--- config.mk ---
export PLATFORM = sky130hd
export DESIGN_NAME = mac_sequencer_flat
export DESIGN_NICKNAME = d
export VERILOG_FILES = /design/src/rtl/mac_seq_pkg.sv /design/src/rtl/mac_sequencer_if.sv /design/src/rtl/valid_delay_line.sv /design/src/rtl/mac_sequencer.sv /design/src/flat_wrapper.sv
export SDC_FILE = /design/constraint.sdc
export NUM_CORES = 1
export LEC_CHECK = 0
export BUFFER_PORTS_ARGS = -buffer_cell sky130_fd_sc_hd__buf_2
export CAP_MARGIN = 5
export CELL_PAD_IN_SITES_DETAIL_PLACEMENT = 1
export CELL_PAD_IN_SITES_GLOBAL_PLACEMENT = 1
export CORE_MARGIN = 8
export CORE_UTILIZATION = 41
export DETAILED_ROUTE_END_ITERATION = 10
export PLACE_DENSITY_LB_ADDON = 0.25
export SYNTH_ARGS = -nofsm -noshare
export SYNTH_HDL_FRONTEND = slang
export SYNTH_HIERARCHICAL = 1
export SYNTH_SLANG_ARGS = --single-unit
--- constraint.sdc ---
create_clock -name clk -period 12.6 [get_ports clk]
set_clock_uncertainty 0.15 [all_clocks]
set_input_delay 2.52 -clock clk [delete_from_list [all_inputs] [get_ports clk]]
set_output_delay 2.52 -clock clk [all_outputs]
set_load 0.02 [all_outputs]
--- src/rtl/mac_seq_pkg.sv ---
// Shared lane geometry and sequencer state encoding for the MAC sequencer.
package mac_seq_pkg;
  localparam int LANES  = 9;
  localparam int OP_W   = 8;
  localparam int PROD_W = 16;
  localparam int VEC_W  = LANES * OP_W;

  typedef enum logic [1:0] {
    IDLE  = 2'd0,
    RUN   = 2'd1,
    DRAIN = 2'd2,
    DONE  = 2'd3
  } state_e;
endpackage

--- src/rtl/mac_sequencer_if.sv ---
// Control, operand, multiplier-array and result signals of the MAC sequencer.
interface mac_sequencer_if
  import mac_seq_pkg::*;
#(
  parameter int SUM_W = 20,
  parameter int ACC_W = 32,
  parameter int GRP_W = 10
);
  logic             start;
  logic [GRP_W-1:0] num_groups;
  logic [ACC_W-1:0] bias;
  logic             busy;
  logic             err_start;
  logic             in_valid;
  logic             in_ready;
  logic [VEC_W-1:0] in_md;
  logic [VEC_W-1:0] in_mr;
  logic [VEC_W-1:0] mul_md;
  logic [VEC_W-1:0] mul_mr;
  logic             mul_valid;
  logic [SUM_W-1:0] tree_sum;
  logic             out_valid;
  logic             out_ready;
  logic [ACC_W-1:0] out_data;

  modport slave (
    input  start, num_groups, bias, in_valid, in_md, in_mr, tree_sum, out_ready,
    output busy, err_start, in_ready, mul_md, mul_mr, mul_valid, out_valid, out_data
  );

  modport master (
    output start, num_groups, bias, in_valid, in_md, in_mr, tree_sum, out_ready,
    input  busy, err_start, in_ready, mul_md, mul_mr, mul_valid, out_valid, out_data
  );
endinterface

--- src/rtl/valid_delay_line.sv ---
// DEPTH-stage 1-bit shift register; q marks when the external tree output is valid.
module valid_delay_line #(
  parameter int DEPTH = 3
) (
  input  logic clk,
  input  logic reset,
  input  logic d,
  output logic q
);
  logic [DEPTH-1:0] sr_q;

  always_ff @(posedge clk or posedge reset) begin
    if (reset) sr_q <= '0;
    else       sr_q <= (sr_q << 1) | DEPTH'(d);
  end

  assign q = sr_q[DEPTH-1];
endmodule

--- src/rtl/mac_sequencer.sv ---
// Issues 9-lane operand groups to the multiplier array, tracks the tree
// latency and accumulates tree sums plus bias into one handshaked result.
module mac_sequencer
  import mac_seq_pkg::*;
#(
  parameter int PIPE_LAT = 3,
  parameter int SUM_W    = 20,
  parameter int ACC_W    = 32,
  parameter int GRP_W    = 10
) (
  input logic            clk,
  input logic            reset,
  mac_sequencer_if.slave bus
);
  state_e                  state_q;
  logic [GRP_W-1:0]        ngrp_q, issued_q, retired_q;
  logic [GRP_W-1:0]        issued_inc, retired_inc;
  logic signed [ACC_W-1:0] acc_q, acc_d, out_data_q;
  logic [VEC_W-1:0]        mul_md_q, mul_mr_q;
  logic                    mul_valid_q, err_q, tap, accept, in_ready;

  function automatic logic signed [ACC_W-1:0] sext_sum(input logic [SUM_W-1:0] s);
    logic signed [SUM_W-1:0] ss;
    ss = s;
    return ACC_W'(ss);
  endfunction

  // Plain two's-complement add: the result wraps modulo 2^ACC_W.
  function automatic logic signed [ACC_W-1:0] wrap_add(input logic signed [ACC_W-1:0] a,
                                                       input logic signed [ACC_W-1:0] b);
    return a + b;
  endfunction

  assign issued_inc  = issued_q + 1'b1;
  assign retired_inc = retired_q + 1'b1;
  assign in_ready    = (state_q == RUN) && (issued_q < ngrp_q);
  assign accept      = bus.in_valid && in_ready;
  assign acc_d       = tap ? wrap_add(acc_q, sext_sum(bus.tree_sum)) : acc_q;

  valid_delay_line #(.DEPTH(PIPE_LAT)) u_vdl (
    .clk   (clk),
    .reset (reset),
    .d     (mul_valid_q),
    .q     (tap)
  );

  always_ff @(posedge clk or posedge reset) begin
    if (reset) begin
      state_q     <= IDLE;
      ngrp_q      <= '0;
      issued_q    <= '0;
      retired_q   <= '0;
      acc_q       <= '0;
      out_data_q  <= '0;
      mul_md_q    <= '0;
      mul_mr_q    <= '0;
      mul_valid_q <= 1'b0;
      err_q       <= 1'b0;
    end else begin
      err_q       <= bus.start && (state_q != IDLE);
      mul_valid_q <= accept;
      mul_md_q    <= accept ? bus.in_md : '0;
      mul_mr_q    <= accept ? bus.in_mr : '0;
      if (accept) issued_q <= issued_inc;
      if (tap) begin
        acc_q     <= acc_d;
        retired_q <= retired_inc;
      end
      case (state_q)
        IDLE: begin
          if (bus.start) begin
            ngrp_q    <= bus.num_groups;
            acc_q     <= bus.bias;
            issued_q  <= '0;
            retired_q <= '0;
            if (bus.num_groups == '0) begin
              state_q    <= DONE;
              out_data_q <= bus.bias;
            end else begin
              state_q <= RUN;
            end
          end
        end
        RUN: begin
          if (accept && (issued_inc == ngrp_q)) state_q <= DRAIN;
        end
        DRAIN: begin
          // Leave as the final sum lands so out_valid follows it by one cycle.
          if (tap && (retired_inc == ngrp_q)) begin
            state_q    <= DONE;
            out_data_q <= acc_d;
          end
        end
        DONE: begin
          if (bus.out_ready) state_q <= IDLE;
        end
        default: state_q <= IDLE;
      endcase
    end
  end

  assign bus.busy      = (state_q != IDLE);
  assign bus.err_start = err_q;
  assign bus.in_ready  = in_ready;
  assign bus.mul_md    = mul_md_q;
  assign bus.mul_mr    = mul_mr_q;
  assign bus.mul_valid = mul_valid_q;
  assign bus.out_valid = (state_q == DONE);
  assign bus.out_data  = out_data_q;
endmodule

--- src/flat_wrapper.sv ---
// flat-port wrapper written by rule: the top's interface ports become plain ports
module mac_sequencer_flat import mac_seq_pkg::*;
#(
  parameter int PIPE_LAT = 3,
  parameter int SUM_W    = 20,
  parameter int ACC_W    = 32,
  parameter int GRP_W    = 10
)
  (clk, reset, bus_start, bus_num_groups, bus_bias, bus_in_valid, bus_in_md, bus_in_mr, bus_tree_sum, bus_out_ready, bus_busy, bus_err_start, bus_in_ready, bus_mul_md, bus_mul_mr, bus_mul_valid, bus_out_valid, bus_out_data);
  mac_sequencer_if #(.SUM_W(SUM_W), .ACC_W(ACC_W), .GRP_W(GRP_W)) bus_i ();
  input logic clk;
  input logic reset;
  input wire logic [$bits(bus_i.start)-1:0] bus_start;
  input wire logic [$bits(bus_i.num_groups)-1:0] bus_num_groups;
  input wire logic [$bits(bus_i.bias)-1:0] bus_bias;
  input wire logic [$bits(bus_i.in_valid)-1:0] bus_in_valid;
  input wire logic [$bits(bus_i.in_md)-1:0] bus_in_md;
  input wire logic [$bits(bus_i.in_mr)-1:0] bus_in_mr;
  input wire logic [$bits(bus_i.tree_sum)-1:0] bus_tree_sum;
  input wire logic [$bits(bus_i.out_ready)-1:0] bus_out_ready;
  output wire logic [$bits(bus_i.busy)-1:0] bus_busy;
  output wire logic [$bits(bus_i.err_start)-1:0] bus_err_start;
  output wire logic [$bits(bus_i.in_ready)-1:0] bus_in_ready;
  output wire logic [$bits(bus_i.mul_md)-1:0] bus_mul_md;
  output wire logic [$bits(bus_i.mul_mr)-1:0] bus_mul_mr;
  output wire logic [$bits(bus_i.mul_valid)-1:0] bus_mul_valid;
  output wire logic [$bits(bus_i.out_valid)-1:0] bus_out_valid;
  output wire logic [$bits(bus_i.out_data)-1:0] bus_out_data;
  assign bus_i.start = bus_start;
  assign bus_i.num_groups = bus_num_groups;
  assign bus_i.bias = bus_bias;
  assign bus_i.in_valid = bus_in_valid;
  assign bus_i.in_md = bus_in_md;
  assign bus_i.in_mr = bus_in_mr;
  assign bus_i.tree_sum = bus_tree_sum;
  assign bus_i.out_ready = bus_out_ready;
  assign bus_busy = bus_i.busy;
  assign bus_err_start = bus_i.err_start;
  assign bus_in_ready = bus_i.in_ready;
  assign bus_mul_md = bus_i.mul_md;
  assign bus_mul_mr = bus_i.mul_mr;
  assign bus_mul_valid = bus_i.mul_valid;
  assign bus_out_valid = bus_i.out_valid;
  assign bus_out_data = bus_i.out_data;
  mac_sequencer #(.PIPE_LAT(PIPE_LAT), .SUM_W(SUM_W), .ACC_W(ACC_W), .GRP_W(GRP_W)) u_core (.clk(clk), .reset(reset), .bus(bus_i));
endmodule
==> impl_metrics.env, run 1 <==
export IMPL_globalplace_congestion=0.900
export IMPL_cp_end_kind="primary output"
export IMPL_grt_antenna_before_repair=4
export IMPL_fmax_mhz=190
export IMPL_async_flop_share_pct=100
export IMPL_syn_num_nets=1411
export IMPL_timing_final_crit_period_ps=5270
export IMPL_synthCells=1152
export IMPL_r2r_end="u_core/bus.out_data[26]$_DFFE_PP0P_"
export IMPL_relSlewSlack_pct=23.3
export IMPL_root_buffer="clkbuf_16"
export IMPL_nFillCells=3340
export IMPL_period_share_pct=41.8
export IMPL_finalSetupViolCount=0
export IMPL_grt_setup_unrepaired="false"
export IMPL_die_area_mm2=0.0345
export IMPL_cp_start_kind="flip-flop"
export IMPL_cts_tree="done"
export IMPL_netlist_area_mm2=0.0118
export IMPL_cts_sinks=245
export IMPL_cts_buffer_depth=3
export IMPL_grt_pass1_wl_um=59200
export IMPL_yosys_area_top_type_share_pct=52.0
export IMPL_fin_nets=1780
export IMPL_cp_data_arrival_time_ps=2600
export IMPL_synthFlopType="dfrtp_1"
export IMPL_grt_pass1_vias=10900
export IMPL_power_per_cell_area_mw_per_mm2=257
export IMPL_final_layout_size_suffix_gt1_share_pct=30.3
export IMPL_synth_cell_types=60
export IMPL_crit_type="flip-flop to primary output"
export IMPL_dp_slack_ps=6870
export IMPL_postCtsHoldBufs=0
export IMPL_final_common_cell="buf_2"
export IMPL_dieHeight_um=186
export IMPL_vias_per_cell=5.09
export IMPL_overflow=0
export IMPL_status="finished, final reports clean"
export IMPL_yosys_warnings=6
export IMPL_cts_buffers=28
export IMPL_detail_route_first_pass_iterations=4
export IMPL_grt_max_degree=146
export IMPL_cp_max_fo=7
export IMPL_synth_top_area_cell="dfrtp_1"
export IMPL_vias=9824
export IMPL_setup_tns_ps=0
export IMPL_cp_startpoint="u_core/ngrp_q[5]$_DFFE_PP0P_"
export IMPL_hp_class="flip-flop to flip-flop"
export IMPL_setup_slack_ps=7330
export IMPL_whs_path_depth=0
export IMPL_r2r_cells=10
export IMPL_post_cts_buffers=0
export IMPL_ir_drop_mv=0.115
export IMPL_num_rows=62
export IMPL_syn_to_final_growth_pct=27.7
export IMPL_fp_coreArea_mm2=0.0285
export IMPL_syn_area_per_cell_um2=10.2
export IMPL_worst_slew_pin_slew_ps=1150
export IMPL_start_util_pct=41.3
export IMPL_slew_violations=0
export IMPL_htreeDepth=1
export IMPL_final_cell_mix="buf_2 (391), dfrtp_1 (244), and2_1 (151)"
export IMPL_drt_iter0_drc=459
export IMPL_crit_end="bus_in_ready"
export IMPL_clk_latency_ps=540
export IMPL_synthTopCellsByArea="dfrtp_1 (52%), and2_1 (8.1%), ha_1 (5.0%)"
export IMPL_rr_startpoint="u_core/u_vdl/sr_q[2]$_DFF_PP0_"
export IMPL_postRouteAntennaNets=0
export IMPL_io_buffers=391
export IMPL_crit_required_ps=9930
export IMPL_p_leak_nw=7.91
export IMPL_seq_area_frac_synth_pct=52.0
export IMPL_dp_hpwl_um=28300
export IMPL_gr_usage_all_layers_pct=21.6
export IMPL_postCtsResizedCells=0
export IMPL_routed_wl_um=37700
export IMPL_routedWlPerCell_um=19.5
export IMPL_drc=0
export IMPL_die_x_um=186
export IMPL_reg2reg_slack_ps=8530
export IMPL_ys_ff_latch=245
export IMPL_hold_viol_final=0
export IMPL_io_pin_count=392
export IMPL_clk_pin_slew_ps=60
export IMPL_synth_edf_count=0
export IMPL_maxCapViolCount=0
==> worst max-delay path, stage by stage, from the launching register on <==
cell and delay, ps:
dfrtp_1 520, inv_1 200, ha_1 260, or3_1 360, o21ai_0 90, a21oi_1 110, a21oi_1 180, nor2_1 70
nor2_1 90, buf_2 180
==> registers in the layout, summed over array words and instances, names as in the netlist <==
| signal | cells |
|---|---|
| u_core/acc_q | 32 |
| u_core/bus.mul_valid | 1 |
| u_core/state_q | 2 |
| u_core/bus.mul_mr | 72 |
| u_core/ngrp_q | 10 |
| u_core/bus.mul_md | 72 |
| u_core/issued_q | 10 |
| u_core/bus.out_data | 32 |
| u_core/bus.err_start | 1 |
| u_core/u_vdl/sr_q | 3 |
| u_core/retired_q | 10 |
==> through the flow <==
stage | area (um2) | power (mW) | utilization (%) | hold slack [ps] | std cells
floorplan | 11800 | 2.46 | - | 181 | 1152
global placement | 14100 | 2.99 | 49.3 | 185 | 1875
finish | 15100 | 3.86 | 52.7 | 212 | 1930
CTS | 15100 | 3.91 | 52.7 | 216 | 1927
detailed placement | 14100 | 3.04 | 49.3 | 186 | 1875
global route | 15100 | 4.13 | 52.7 | 217 | 1930
==> worst min path at each step <==
stage | startpoint | to
after CTS | u_core/u_vdl/sr_q[0]$_DFF_PP0_ | u_core/u_vdl/sr_q[1]$_DFF_PP0_
after floorplan | u_core/u_vdl/sr_q[0]$_DFF_PP0_ | u_core/u_vdl/sr_q[1]$_DFF_PP0_
final | u_core/u_vdl/sr_q[0]$_DFF_PP0_ | u_core/u_vdl/sr_q[1]$_DFF_PP0_
after global routing | u_core/u_vdl/sr_q[0]$_DFF_PP0_ | u_core/u_vdl/sr_q[1]$_DFF_PP0_
after detailed placement | u_core/u_vdl/sr_q[0]$_DFF_PP0_ | u_core/u_vdl/sr_q[1]$_DFF_PP0_
after global placement | u_core/u_vdl/sr_q[0]$_DFF_PP0_ | u_core/u_vdl/sr_q[1]$_DFF_PP0_
==> cell usage after synthesis, drive strengths merged, types with 12 or more instances <==
library cell	count
nand4	15
a211oi	21
mux2i	30
and3	12
ha	47
o21ai	55
nor2	88
clkbuf	53
a21o	39
a21oi	81
and2	152
nand2	82
nand3	17
dfrtp	245
xnor2	34
xor2	29
inv	27
==> cell families after synthesis <==
logic type / share of synthesized area, %
flip-flops: 52.0
adder cells (fa/ha/maj): 5.15
XOR/XNOR: 4.68
multiplexers: 3.02
AO/OA/AOI/OAI: 13.8
AND/OR/NAND/NOR: 18.5
buffers and inverters: 2.82
==> area by class of cell <==
cell class / count / area [um2] / area share (%)
antenna: 3 / 7.51 / 0.0499
clock buffer: 40 / 817 / 5.43
clock inverter: 12 / 151 / 1.01
inverter: 27 / 109 / 0.723
multi-input combinational: 820 / 5340 / 35.5
sequential: 245 / 6130 / 40.7
tap: 384 / 480 / 3.19
timing repair buffer: 399 / 2020 / 13.4
==> where the power goes <==
part	internal (mW)	switching (mW)
logic	0.674	1.15
clock network	0.513	0.332
registers	1.06	0.130
==> metal layers <==
layer / up-vias / wire length, um / share of wire, % / global-route usage (%)
met5: - / 12 / 0.032 / 0
met4: 2 / 754 / 2.0 / 5.62
met3: 48 / 2730 / 7.3 / 6.50
met2: 269 / 19900 / 53 / 40.0
met1: 4805 / 14200 / 38 / 23.8
li1: 4700 / - / - / -
Power figures use the tool's default switching activity.
==> inputs of run 2 (changes only) <==
--- a/config.mk
+++ b/config.mk
@@ -10,7 +10,7 @@
 export CELL_PAD_IN_SITES_DETAIL_PLACEMENT = 1
 export CELL_PAD_IN_SITES_GLOBAL_PLACEMENT = 1
 export CORE_MARGIN = 8
-export CORE_UTILIZATION = 41
+export CORE_UTILIZATION = 35
 export DETAILED_ROUTE_END_ITERATION = 10
 export PLACE_DENSITY_LB_ADDON = 0.25
 export SYNTH_ARGS = -nofsm -noshare
==> constraint.sdc (replaced) <==
create_clock -name clk -period 4.3 [get_ports clk]
set_clock_uncertainty 0.15 [all_clocks]
set_input_delay 0.86 -clock clk [delete_from_list [all_inputs] [get_ports clk]]
set_output_delay 0.86 -clock clk [all_outputs]
set_load 0.02 [all_outputs]
==> impl_metrics.env, run 2 (synthesis gave the netlist of run 1 again) <==
export IMPL_slew_violations=0
export IMPL_detail_route_first_pass_iterations=6
export IMPL_p_seq_share_pct=30.6
export IMPL_io_pin_count=392
export IMPL_setup_tns_ps=0
export IMPL_postCtsHoldBufs=0
export IMPL_routed_wl_um=38800
export IMPL_hold_viol_final=0
export IMPL_maxCapViolCount=0
export IMPL_crit_required_ps=3290
export IMPL_drc=0
export IMPL_cts_tree="done"
export IMPL_die_area_mm2=0.0398
export IMPL_seq_area_mm2=0.00613
export IMPL_status="finished, final reports clean"
export IMPL_hp_class="primary input to async pin"
export IMPL_placed_cells=1944
export IMPL_nFillCells=3894
export IMPL_worst_slew_pin_slew_ps=1130
export IMPL_pwr_share_comb_pct=47.3
export IMPL_grt_pass1_wl_um=61400
export IMPL_r2r_end="u_core/bus.out_data[30]$_DFFE_PP0P_"
export IMPL_ir_drop_mv=0.445
export IMPL_start_util_pct=35.4
export IMPL_cp_start_kind="flip-flop"
export IMPL_crit_end="bus_in_ready"
export IMPL_postCtsResizedCells=0
export IMPL_timing_final_crit_period_ps=3560
export IMPL_fmax_mhz=281
export IMPL_finalSetupViolCount=0
export IMPL_vias_per_cell=4.94
export IMPL_final_layout_size_suffix_gt1_share_pct=30.7
export IMPL_finalNonFillerCells=1999
export IMPL_cp_data_arrival_time_ps=2550
export IMPL_dp_hpwl_um=29200
export IMPL_post_cts_buffers=0
export IMPL_root_buffer="clkbuf_16"
export IMPL_gr_usage_all_layers_pct=19.3
export IMPL_holdWs_ps=52.2
export IMPL_routedWlPerCell_um=19.4
export IMPL_cp_startpoint="u_core/ngrp_q[5]$_DFFE_PP0P_"
export IMPL_fp_coreArea_mm2=0.0334
export IMPL_final_cell_mix="buf_2 (391), dfrtp_1 (244), and2_1 (151)"
export IMPL_drt_iter0_drc=488
export IMPL_clk_latency_ps=550
export IMPL_grt_antenna_before_repair=7
export IMPL_multi_input_area_mm2=0.00534
export IMPL_power_per_cell_area_mw_per_mm2=751
export IMPL_crit_type="flip-flop to primary output"
export IMPL_p_sw_mw=4.78
export IMPL_postRouteAntennaNets=0
export IMPL_final_common_cell="buf_2"
export IMPL_overflow=0
export IMPL_p_sw_share_pct=41.8
export IMPL_cp_max_fo=7
export IMPL_p_leak_nw=7.95
export IMPL_cts_buffers=29
export IMPL_relSlewSlack_pct=24.4
export IMPL_die_x_um=200
export IMPL_cp_end_kind="primary output"
export IMPL_r2r_cells=11
export IMPL_globalplace_congestion=0.820
export IMPL_cts_buffer_depth=3
export IMPL_grt_max_degree=155
export IMPL_period_share_pct=82.8
export IMPL_num_rows=67
export IMPL_clk_pin_slew_ps=60
export IMPL_htreeDepth=1
export IMPL_grt_pass1_vias=11000
export IMPL_intPower_mw=6.66
export IMPL_grt_setup_unrepaired="false"
export IMPL_fin_nets=1786
export IMPL_vias=9880
export IMPL_rr_startpoint="u_core/acc_q[0]$_DFF_PP0_"
export IMPL_dieHeight_um=200
export IMPL_reg2reg_slack_ps=830
export IMPL_syn_to_final_growth_pct=29.1
export IMPL_io_buffers=391
export IMPL_fin_util_pct=45.6
export IMPL_cts_sinks=245
export IMPL_clkPwrFrac_pct=22.1
==> run 2: worst max-delay path, stage by stage (launching register included) <==
cell and delay, ps:
dfrtp_1 480, inv_1 190, ha_1 260, or3_1 370
o21ai_0 80, a21oi_1 90, a21oi_1 190, nor2_1 60
nor2_1 90, buf_2 190
==> run 2: final cells by class <==
type | instances | share of cell area, %
Antenna cell | 2 | 0.0329
Multi-Input combinational cell | 820 | 35.1
Clock inverter | 13 | 0.978
Tap cell | 448 | 3.68
Sequential cell | 245 | 40.3
Inverter | 27 | 0.690
Clock buffer | 40 | 5.50
Timing Repair Buffer | 404 | 13.7
==> run 2: worst min path at each step <==
stage                                                end  slack [ps]                            from  depth (start not counted)
after floorplan           u_core/u_vdl/sr_q[1]$_DFF_PP0_         180  u_core/u_vdl/sr_q[0]$_DFF_PP0_                          0
after global placement    u_core/u_vdl/sr_q[1]$_DFF_PP0_         180  u_core/u_vdl/sr_q[0]$_DFF_PP0_                          0
after detailed placement  u_core/u_vdl/sr_q[1]$_DFF_PP0_         190  u_core/u_vdl/sr_q[0]$_DFF_PP0_                          0
after CTS                 u_core/u_vdl/sr_q[1]$_DFF_PP0_          20                           reset                          2
after global routing      u_core/u_vdl/sr_q[1]$_DFF_PP0_          40                           reset                          2
final                     u_core/u_vdl/sr_q[1]$_DFF_PP0_          50                           reset                          2
==> run 2: per-stage QoR <==
step	setup slack, ps	cell area [um2]	power [mW]
3_5_place_dp	238	14200	9.00
2_1_floorplan	114	11800	7.21
6_report	739	15200	11.4
4_1_cts	725	15200	11.6
5_1_grt	539	15200	12.3
3_3_place_gp	325	14200	8.86
==> run 2: per-layer routing <==
| metal | GRT usage [%] | share of wire (%) | up-vias |
|---|---|---|---|
| met4 | 5.12 | 2.0 | 10 |
| met5 | 0 | 0.18 | - |
| met3 | 6.64 | 8.2 | 65 |
| li1 | - | - | 4694 |
| met1 | 22.1 | 39 | 4839 |
| met2 | 33.9 | 51 | 272 |
==> run 2: power groups by stage <==
stage               Combinational, mW  Clock, mW  Sequential [mW]
floorplan                        3.01          0             4.20
global placement                 5.35          0             3.50
detailed placement               5.47          0             3.54
CTS                              5.50       2.61             3.52
global route                     5.98       2.69             3.61
finish                           5.41       2.53             3.50
